File: config.mk
export PLATFORM = sky130hd
export DESIGN_NAME = mips_cpu_muldiv_flat
export DESIGN_NICKNAME = d
export VERILOG_FILES = /design/src/rtl/mips_cpu_muldiv_if.sv /design/src/rtl/mips_cpu_muldiv.sv /design/src/flat_wrapper.sv
export SDC_FILE = /design/constraint.sdc
export NUM_CORES = 1
export LEC_CHECK = 0
export ABC_AREA = 1
export CORE_ASPECT_RATIO = 1.1
export CORE_MARGIN = 2
export CORE_UTILIZATION = 35
export DETAILED_ROUTE_END_ITERATION = 10
export HOLD_SLACK_MARGIN = 0.05
export MAX_ROUTING_LAYER = met4
export PLACE_DENSITY_LB_ADDON = 0.3
export SYNTH_ARGS = -nofsm -noshare
export SYNTH_HDL_FRONTEND = slang
export SYNTH_SLANG_ARGS = --single-unit
export TNS_END_PERCENT = 20
File: constraint.sdc
create_clock -name clk -period 4.35 [get_ports clk]
set_input_delay 0.87 -clock clk [delete_from_list [all_inputs] [get_ports clk]]
set_output_delay 0.87 -clock clk [all_outputs]
set_load 0.005 [all_outputs]
File: src/rtl/mips_cpu_muldiv_if.sv
// Purpose: request/response bundle between the MIPS core and the HI/LO
//          multiply/divide unit.
// Signals:
//   clk_enable  core -> unit  global advance enable
//   start       core -> unit  one-cycle operation strobe
//   op          core -> unit  000 MULTU, 001 MULT, 010 DIVU, 011 DIV, 100 MTHI, 101 MTLO
//   a, b        core -> unit  rs / rt operands
//   busy        unit -> core  mult/div in flight
//   done        unit -> core  HI/LO just took a mult/div result
//   div_by_zero unit -> core  qualifies done for a divide by zero
//   hi, lo      unit -> core  HI/LO registers
interface mips_cpu_muldiv_if #(
  parameter int unsigned WIDTH = 32
);
  logic             clk_enable;
  logic             start;
  logic [2:0]       op;
  logic [WIDTH-1:0] a;
  logic [WIDTH-1:0] b;
  logic             busy;
  logic             done;
  logic             div_by_zero;
  logic [WIDTH-1:0] hi;
  logic [WIDTH-1:0] lo;

  modport master (
    output clk_enable, start, op, a, b,
    input  busy, done, div_by_zero, hi, lo
  );

  modport slave (
    input  clk_enable, start, op, a, b,
    output busy, done, div_by_zero, hi, lo
  );
endinterface

File: src/rtl/mips_cpu_muldiv.sv
// Purpose: iterative radix-2 multiply/divide unit owning HI/LO for the
//          multi-cycle MIPS core (MULT, MULTU, DIV, DIVU, MTHI, MTLO).
// Ports:
//   clk  clock
//   rst  synchronous active-high reset
//   bus  mips_cpu_muldiv_if.slave (enable, strobe, op, operands, status, HI/LO)
// Parameters:
//   WIDTH            operand and HI/LO width (even, >= 8)
//   STEPS_PER_CYCLE  radix-2 iterations per clock (divides WIDTH)
module mips_cpu_muldiv #(
  parameter int unsigned WIDTH           = 32,
  parameter int unsigned STEPS_PER_CYCLE = 1
) (
  input  logic              clk,
  input  logic              rst,
  mips_cpu_muldiv_if.slave  bus
);

  localparam int unsigned N      = WIDTH / STEPS_PER_CYCLE;
  localparam int unsigned CNT_W  = (N > 1) ? $clog2(N) : 1;
  localparam logic [CNT_W-1:0] CNT_LAST = CNT_W'(N - 1);

  localparam logic [2:0] OP_MULTU = 3'b000;
  localparam logic [2:0] OP_MULT  = 3'b001;
  localparam logic [2:0] OP_DIVU  = 3'b010;
  localparam logic [2:0] OP_DIV   = 3'b011;
  localparam logic [2:0] OP_MTHI  = 3'b100;
  localparam logic [2:0] OP_MTLO  = 3'b101;

  typedef enum logic {
    S_IDLE = 1'b0,
    S_RUN  = 1'b1
  } state_e;

  state_e             state_q, state_d;
  logic [CNT_W-1:0]   cnt_q, cnt_d;
  // Multiply: opb = multiplicand, acc_hi = partial product, acc_lo = multiplier/low product.
  // Divide:   opb = divisor, acc_hi = partial remainder, acc_lo = dividend/quotient.
  logic [WIDTH-1:0]   opb_q, opb_d;
  logic [WIDTH-1:0]   acc_hi_q, acc_hi_d;
  logic [WIDTH-1:0]   acc_lo_q, acc_lo_d;
  logic               is_div_q, is_div_d;
  logic               neg_res_q, neg_res_d;
  logic               neg_rem_q, neg_rem_d;
  logic               dbz_flag_q, dbz_flag_d;
  logic [WIDTH-1:0]   hi_q, hi_d;
  logic [WIDTH-1:0]   lo_q, lo_d;
  logic               busy_q, busy_d;
  logic               done_q, done_d;
  logic               dbz_q, dbz_d;

  // Datapath temporaries
  logic               signed_op;
  logic [WIDTH-1:0]   a_abs, b_abs;
  logic [WIDTH-1:0]   step_hi, step_lo;
  logic [WIDTH:0]     sum;
  logic [WIDTH:0]     shifted;
  logic               q_bit;
  logic [2*WIDTH-1:0] prod;

  // State and output registers
  always_ff @(posedge clk) begin
    if (rst) begin
      state_q    <= S_IDLE;
      cnt_q      <= '0;
      opb_q      <= '0;
      acc_hi_q   <= '0;
      acc_lo_q   <= '0;
      is_div_q   <= 1'b0;
      neg_res_q  <= 1'b0;
      neg_rem_q  <= 1'b0;
      dbz_flag_q <= 1'b0;
      hi_q       <= '0;
      lo_q       <= '0;
      busy_q     <= 1'b0;
      done_q     <= 1'b0;
      dbz_q      <= 1'b0;
    end else begin
      state_q    <= state_d;
      cnt_q      <= cnt_d;
      opb_q      <= opb_d;
      acc_hi_q   <= acc_hi_d;
      acc_lo_q   <= acc_lo_d;
      is_div_q   <= is_div_d;
      neg_res_q  <= neg_res_d;
      neg_rem_q  <= neg_rem_d;
      dbz_flag_q <= dbz_flag_d;
      hi_q       <= hi_d;
      lo_q       <= lo_d;
      busy_q     <= busy_d;
      done_q     <= done_d;
      dbz_q      <= dbz_d;
    end
  end

  // Next-state, datapath and output logic
  always_comb begin
    state_d    = state_q;
    cnt_d      = cnt_q;
    opb_d      = opb_q;
    acc_hi_d   = acc_hi_q;
    acc_lo_d   = acc_lo_q;
    is_div_d   = is_div_q;
    neg_res_d  = neg_res_q;
    neg_rem_d  = neg_rem_q;
    dbz_flag_d = dbz_flag_q;
    hi_d       = hi_q;
    lo_d       = lo_q;
    busy_d     = busy_q;
    done_d     = done_q;
    dbz_d      = dbz_q;

    signed_op = bus.op[0];
    a_abs     = (signed_op && bus.a[WIDTH-1]) ? -bus.a : bus.a;
    b_abs     = (signed_op && bus.b[WIDTH-1]) ? -bus.b : bus.b;
    step_hi   = acc_hi_q;
    step_lo   = acc_lo_q;
    sum       = '0;
    shifted   = '0;
    q_bit     = 1'b0;
    prod      = '0;

    if (bus.clk_enable) begin
      // done/div_by_zero are single enabled-cycle pulses
      done_d = 1'b0;
      dbz_d  = 1'b0;

      unique case (state_q)
        S_IDLE: begin
          if (bus.start) begin
            unique case (bus.op)
              OP_MULTU, OP_MULT: begin
                opb_d      = a_abs;
                acc_hi_d   = '0;
                acc_lo_d   = b_abs;
                is_div_d   = 1'b0;
                neg_res_d  = signed_op & (bus.a[WIDTH-1] ^ bus.b[WIDTH-1]);
                neg_rem_d  = 1'b0;
                dbz_flag_d = 1'b0;
                cnt_d      = '0;
                busy_d     = 1'b1;
                state_d    = S_RUN;
              end
              OP_DIVU, OP_DIV: begin
                opb_d      = b_abs;
                acc_hi_d   = '0;
                acc_lo_d   = a_abs;
                is_div_d   = 1'b1;
                neg_res_d  = signed_op & (bus.a[WIDTH-1] ^ bus.b[WIDTH-1]);
                neg_rem_d  = signed_op & bus.a[WIDTH-1];
                dbz_flag_d = (bus.b == '0);
                cnt_d      = '0;
                busy_d     = 1'b1;
                state_d    = S_RUN;
              end
              OP_MTHI: hi_d = bus.a;
              OP_MTLO: lo_d = bus.a;
              default: ;
            endcase
          end
        end

        S_RUN: begin
          for (int s = 0; s < int'(STEPS_PER_CYCLE); s++) begin
            if (is_div_q) begin
              // Restoring step: shift in next dividend bit, subtract if it fits
              shifted = {step_hi, step_lo[WIDTH-1]};
              q_bit   = (shifted >= {1'b0, opb_q});
              step_hi = q_bit ? (shifted[WIDTH-1:0] - opb_q) : shifted[WIDTH-1:0];
              step_lo = {step_lo[WIDTH-2:0], q_bit};
            end else begin
              // Shift-add step: carry out of the add lands in the shifted product
              sum     = {1'b0, step_hi} + (step_lo[0] ? {1'b0, opb_q} : '0);
              step_lo = {sum[0], step_lo[WIDTH-1:1]};
              step_hi = sum[WIDTH:1];
            end
          end
          acc_hi_d = step_hi;
          acc_lo_d = step_lo;

          if (cnt_q == CNT_LAST) begin
            if (is_div_q) begin
              lo_d = dbz_flag_q ? '1 : (neg_res_q ? -step_lo : step_lo);
              // Divide by zero leaves |a| in the remainder, so the sign fix restores a
              hi_d = neg_rem_q ? -step_hi : step_hi;
            end else begin
              prod = {step_hi, step_lo};
              if (neg_res_q) prod = -prod;
              hi_d = prod[2*WIDTH-1:WIDTH];
              lo_d = prod[WIDTH-1:0];
            end
            dbz_d   = dbz_flag_q;
            done_d  = 1'b1;
            busy_d  = 1'b0;
            state_d = S_IDLE;
          end else begin
            cnt_d = cnt_q + CNT_W'(1);
          end
        end

        default: state_d = S_IDLE;
      endcase
    end
  end

  assign bus.busy        = busy_q;
  assign bus.done        = done_q;
  assign bus.div_by_zero = dbz_q;
  assign bus.hi          = hi_q;
  assign bus.lo          = lo_q;

endmodule

File: src/flat_wrapper.sv
// flat-port wrapper written by rule: the top's interface ports become plain ports
module mips_cpu_muldiv_flat 
#(
  parameter int unsigned WIDTH           = 32,
  parameter int unsigned STEPS_PER_CYCLE = 1
)
  (clk, rst, bus_clk_enable, bus_start, bus_op, bus_a, bus_b, bus_busy, bus_done, bus_div_by_zero, bus_hi, bus_lo);
  mips_cpu_muldiv_if #(.WIDTH(WIDTH)) bus_i ();
  input  logic clk;
  input  logic rst;
  input wire logic [$bits(bus_i.clk_enable)-1:0] bus_clk_enable;
  input wire logic [$bits(bus_i.start)-1:0] bus_start;
  input wire logic [$bits(bus_i.op)-1:0] bus_op;
  input wire logic [$bits(bus_i.a)-1:0] bus_a;
  input wire logic [$bits(bus_i.b)-1:0] bus_b;
  output wire logic [$bits(bus_i.busy)-1:0] bus_busy;
  output wire logic [$bits(bus_i.done)-1:0] bus_done;
  output wire logic [$bits(bus_i.div_by_zero)-1:0] bus_div_by_zero;
  output wire logic [$bits(bus_i.hi)-1:0] bus_hi;
  output wire logic [$bits(bus_i.lo)-1:0] bus_lo;
  assign bus_i.clk_enable = bus_clk_enable;
  assign bus_i.start = bus_start;
  assign bus_i.op = bus_op;
  assign bus_i.a = bus_a;
  assign bus_i.b = bus_b;
  assign bus_busy = bus_i.busy;
  assign bus_done = bus_i.done;
  assign bus_div_by_zero = bus_i.div_by_zero;
  assign bus_hi = bus_i.hi;
  assign bus_lo = bus_i.lo;
  mips_cpu_muldiv #(.WIDTH(WIDTH), .STEPS_PER_CYCLE(STEPS_PER_CYCLE)) u_core (.clk(clk), .rst(rst), .bus(bus_i));
endmodule
==> results.cfg <==
[run_status]
outcome = finished clean

[cts]
htreeDepth = 4
cts_num_sinks = 173
clock-root-buffer = clkbuf_16
cts.clk_slew.worst_paths_ns = 0.08
ctsResizeCount = 0
clock_latency_ns = 0.48
cts_tree = done
cts_buffer_depth = 2
postCtsHoldBufs = 0
cts_buffers = 17
cts_setup_buffers = 0

[synthesis]
synthFlopType = dfxtp_1
syn_inst = 3007
synth_edf_count = 0
synthArstFlopShare_pct = 0
synth.top_cell.area_share_pct = 20.0
avgSynthCellArea_um2 = 5.75
synth_top_cell_by_area = dfxtp_1
syn_nets = 3150
ys_seq_elements = 173
yosysWarnings = 0
synth_area_leaders = dfxtp_1 (20%), nand2_1 (18%), inv_1 (9.1%)
netlist_area_mm2 = 0.0173
synth.distinct_cells = 50
yosysSeqAreaShare_pct = 20.0

[sta]
finalSetupViolations = 0
hold_ws_ns = 0.470
hold_violations = 0
max_freq_ghz = 0.244
slew_headroom_pct = 18.1
fin_crit_sh_pct = 94.2
setup_ws_ns = 0.251
skew_ns = 0.0198
slew_violations = 0
fin_crit_ns = 4.10
rsz0062_at_grt = no
tightest_slew_ns = 1.22

[placement]
numPortBuffers = 137
gp_congestion = 1.11
place_worst_setup_slack_ns = -0.122
place.detailed.hpwl_um = 62100
placed_area_mm2 = 0.0196

[routing]
first_pass_iters = 8
wirelength_um = 77700
drt_iter0_drc = 2169
num_vias = 20528
drc = 0
antenna_left = 0
viasPerCell = 5.41
wire_per_inst_um = 20.5

[critical_path]
path_max_fanout = 26
r2r_start = u_core.opb_q[5]
r2r_end = u_core.bus.hi[31]
slowest_delay_ns = 0.35
path_common_cell = nand2_1
cp-end-kind = flop
required_ns = 4.76
crit_slowest_cell = ha_1
cp-start-kind = flop
cp_cell_sequence = inv_1, ha_1, nand2_1, nor3_2, nand3_1, nor2_4, nor2_8, buf_4, nand2_4, buf_12, nand3_1, nand2_1, nand2_1, nor2_1, nand2_1, nor2_1, nand2_1, nand2_1, nand3_1, nand3_1, nand3_1, a21oi_1
r2r_setup_slack_ns = 0.25
cp.arrival_ns = 4.51
worstSetupPathType = flop to flop
r2r_cells = 22

[min_path]
hold_end = u_core.bus.lo[7]
hold_start = u_core.bus.lo[7]
min_path_type = flop to flop
timing.hold.worst_path_depth = 2

[die]
dieArea_mm2 = 0.0512
rows = 85
start_util_pct = 35.4
core_mm2 = 0.0488
io_pins = 138
die_y_um = 237
die_w_um = 216

[power_and_ir_drop]
power_per_cell_area_mw_per_mm2 = 250
p_total_mw = 5.08
ir_drop_uv = 297
p_leak_nw = 9.55

[grt]
first_global_vias = 19565
antenna_found_initial = 0
grt_usage_pct = 30.9
grt_pass1_wl_um = 116000
grt_max_degree = 85
overflow = 0

[layout]
postLayoutCellArea_mm2 = 0.0203
final_nets = 3269
area.growth.synth_to_final_pct = 17.4
post-route-util_pct = 41.6
diodes = 0
drive_gt1_share_pct = 8.03

[flow_run]
max_cap_violations = 0
==> cells in the final DEF (no fill, tap or decap), types with 12 or more instances in the layout <==
master and count:
o21ai_0 213, a22oi_1 31, o21bai_1 14, nand3_1 206, ha_1 62, nor2_1 321
xnor2_1 25, o21ai_1 12, nor3_1 33, inv_1 415, dfxtp_1 166, nand3_2 13
buf_4 76, clkbuf_16 17, nand2_1 818, clkdlybuf4s50_1 136, a21oi_1 196, a31oi_1 37
nand2_2 22, nor2_2 22, nand3b_1 38, nand4_1 27, o211ai_1 45, xor2_1 51
a21oi_2 13, nor2_4 18
==> state kept, by name, summed over array words and instances, names as in the netlist, 5 cells and up <==
signal	count
u_core.cnt_q	5
u_core.acc_hi_q	32
u_core.acc_lo_q	32
u_core.bus.lo	32
u_core.opb_q	32
u_core.bus.hi	32
==> cell families (layout without fill, tap and decap cells) <==
group / count (synthesis) / in the layout / share of synthesized area (%)
AOI/OAI and AO/OA: 594 / 594 / 19.5
xor gates and xnor gates: 76 / 76 / 3.85
adders and majority gates: 72 / 72 / 5.30
buffers and inverters: 546 / 678 / 12.4
DFF: 173 / 173 / 20.0
and+or+nand+nor: 1546 / 1546 / 38.9
==> how the worst max path moves through the flow <==
stage,start,end,slack (ns)
after global routing,u_core.opb_q[16],u_core.bus.hi[24],0.02
final,u_core.opb_q[5],u_core.bus.hi[31],0.25
after floorplan,u_core.opb_q[24],u_core.bus.hi[28],0.91
after global placement,bus_a[0],u_core.opb_q[28],-0.09
after CTS,u_core.opb_q[24],u_core.bus.hi[20],0.28
after detailed placement,bus_a[0],u_core.opb_q[28],-0.12
==> layer usage <==
layer	GRT usage, %	up-vias	share of wire [%]
met4	20.0	0	7.3
met1	35.8	9425	40
met2	50.8	885	47
li1	-	9977	-
met5	-	-	0
met3	3.19	241	5.9
==> power by group <==
part           leakage, nW  switching (mW)  internal (mW)  total (mW)
Sequential            1.40          0.0327           1.63        1.66
Clock                0.288           0.780          0.863        1.64
Combinational         7.85            1.20          0.574        1.77
Total                 9.55            2.01           3.06        5.08
==> cell usage after synthesis, drive strengths merged, types with 5 or more instances <==
library cell / number
nand3b: 38
clkbuf: 78
o22ai: 10
nand4: 27
nor3: 36
dfxtp: 173
nand3: 220
a22oi: 31
or2: 7
a21oi: 209
inv: 426
o211ai: 45
nor4: 9
xor2: 51
a31oi: 37
nor2: 362
o21bai: 14
o21ai: 230
buf: 39
nand2: 843
ha: 70
xnor2: 25
o221a: 5
==> per-stage QoR <==
step / instances / setup TNS, ns
detailed placement: 3759 / -0.207
finish: 3791 / 0
floorplan: 3007 / 0
global placement: 3759 / -0.129
global route: 3791 / 0
CTS: 3791 / 0
==> final cells by class <==
cell class | count | area, µm²
well taps | 652 | 816
flip-flops and latches | 173 | 3470
fillers | 5415 | 28500
clock inverters | 13 | 155
repair buffers | 217 | 2020
clock buffers | 19 | 433
inverters | 429 | 1610
multi-input cells | 2288 | 11800
==> worst max-delay path: cells and delay by family, from the launching register on <==
family | cells | cell delay [ns]
adder cells (fa/ha/maj) | 1 | 0.35
buffers and inverters | 3 | 0.51
AO/OA/AOI/OAI | 1 | 0.23
flip-flops | 1 | 0.34
AND/OR/NAND/NOR | 17 | 2.57
No activity file was read; power rests on OpenSTA's default activity.
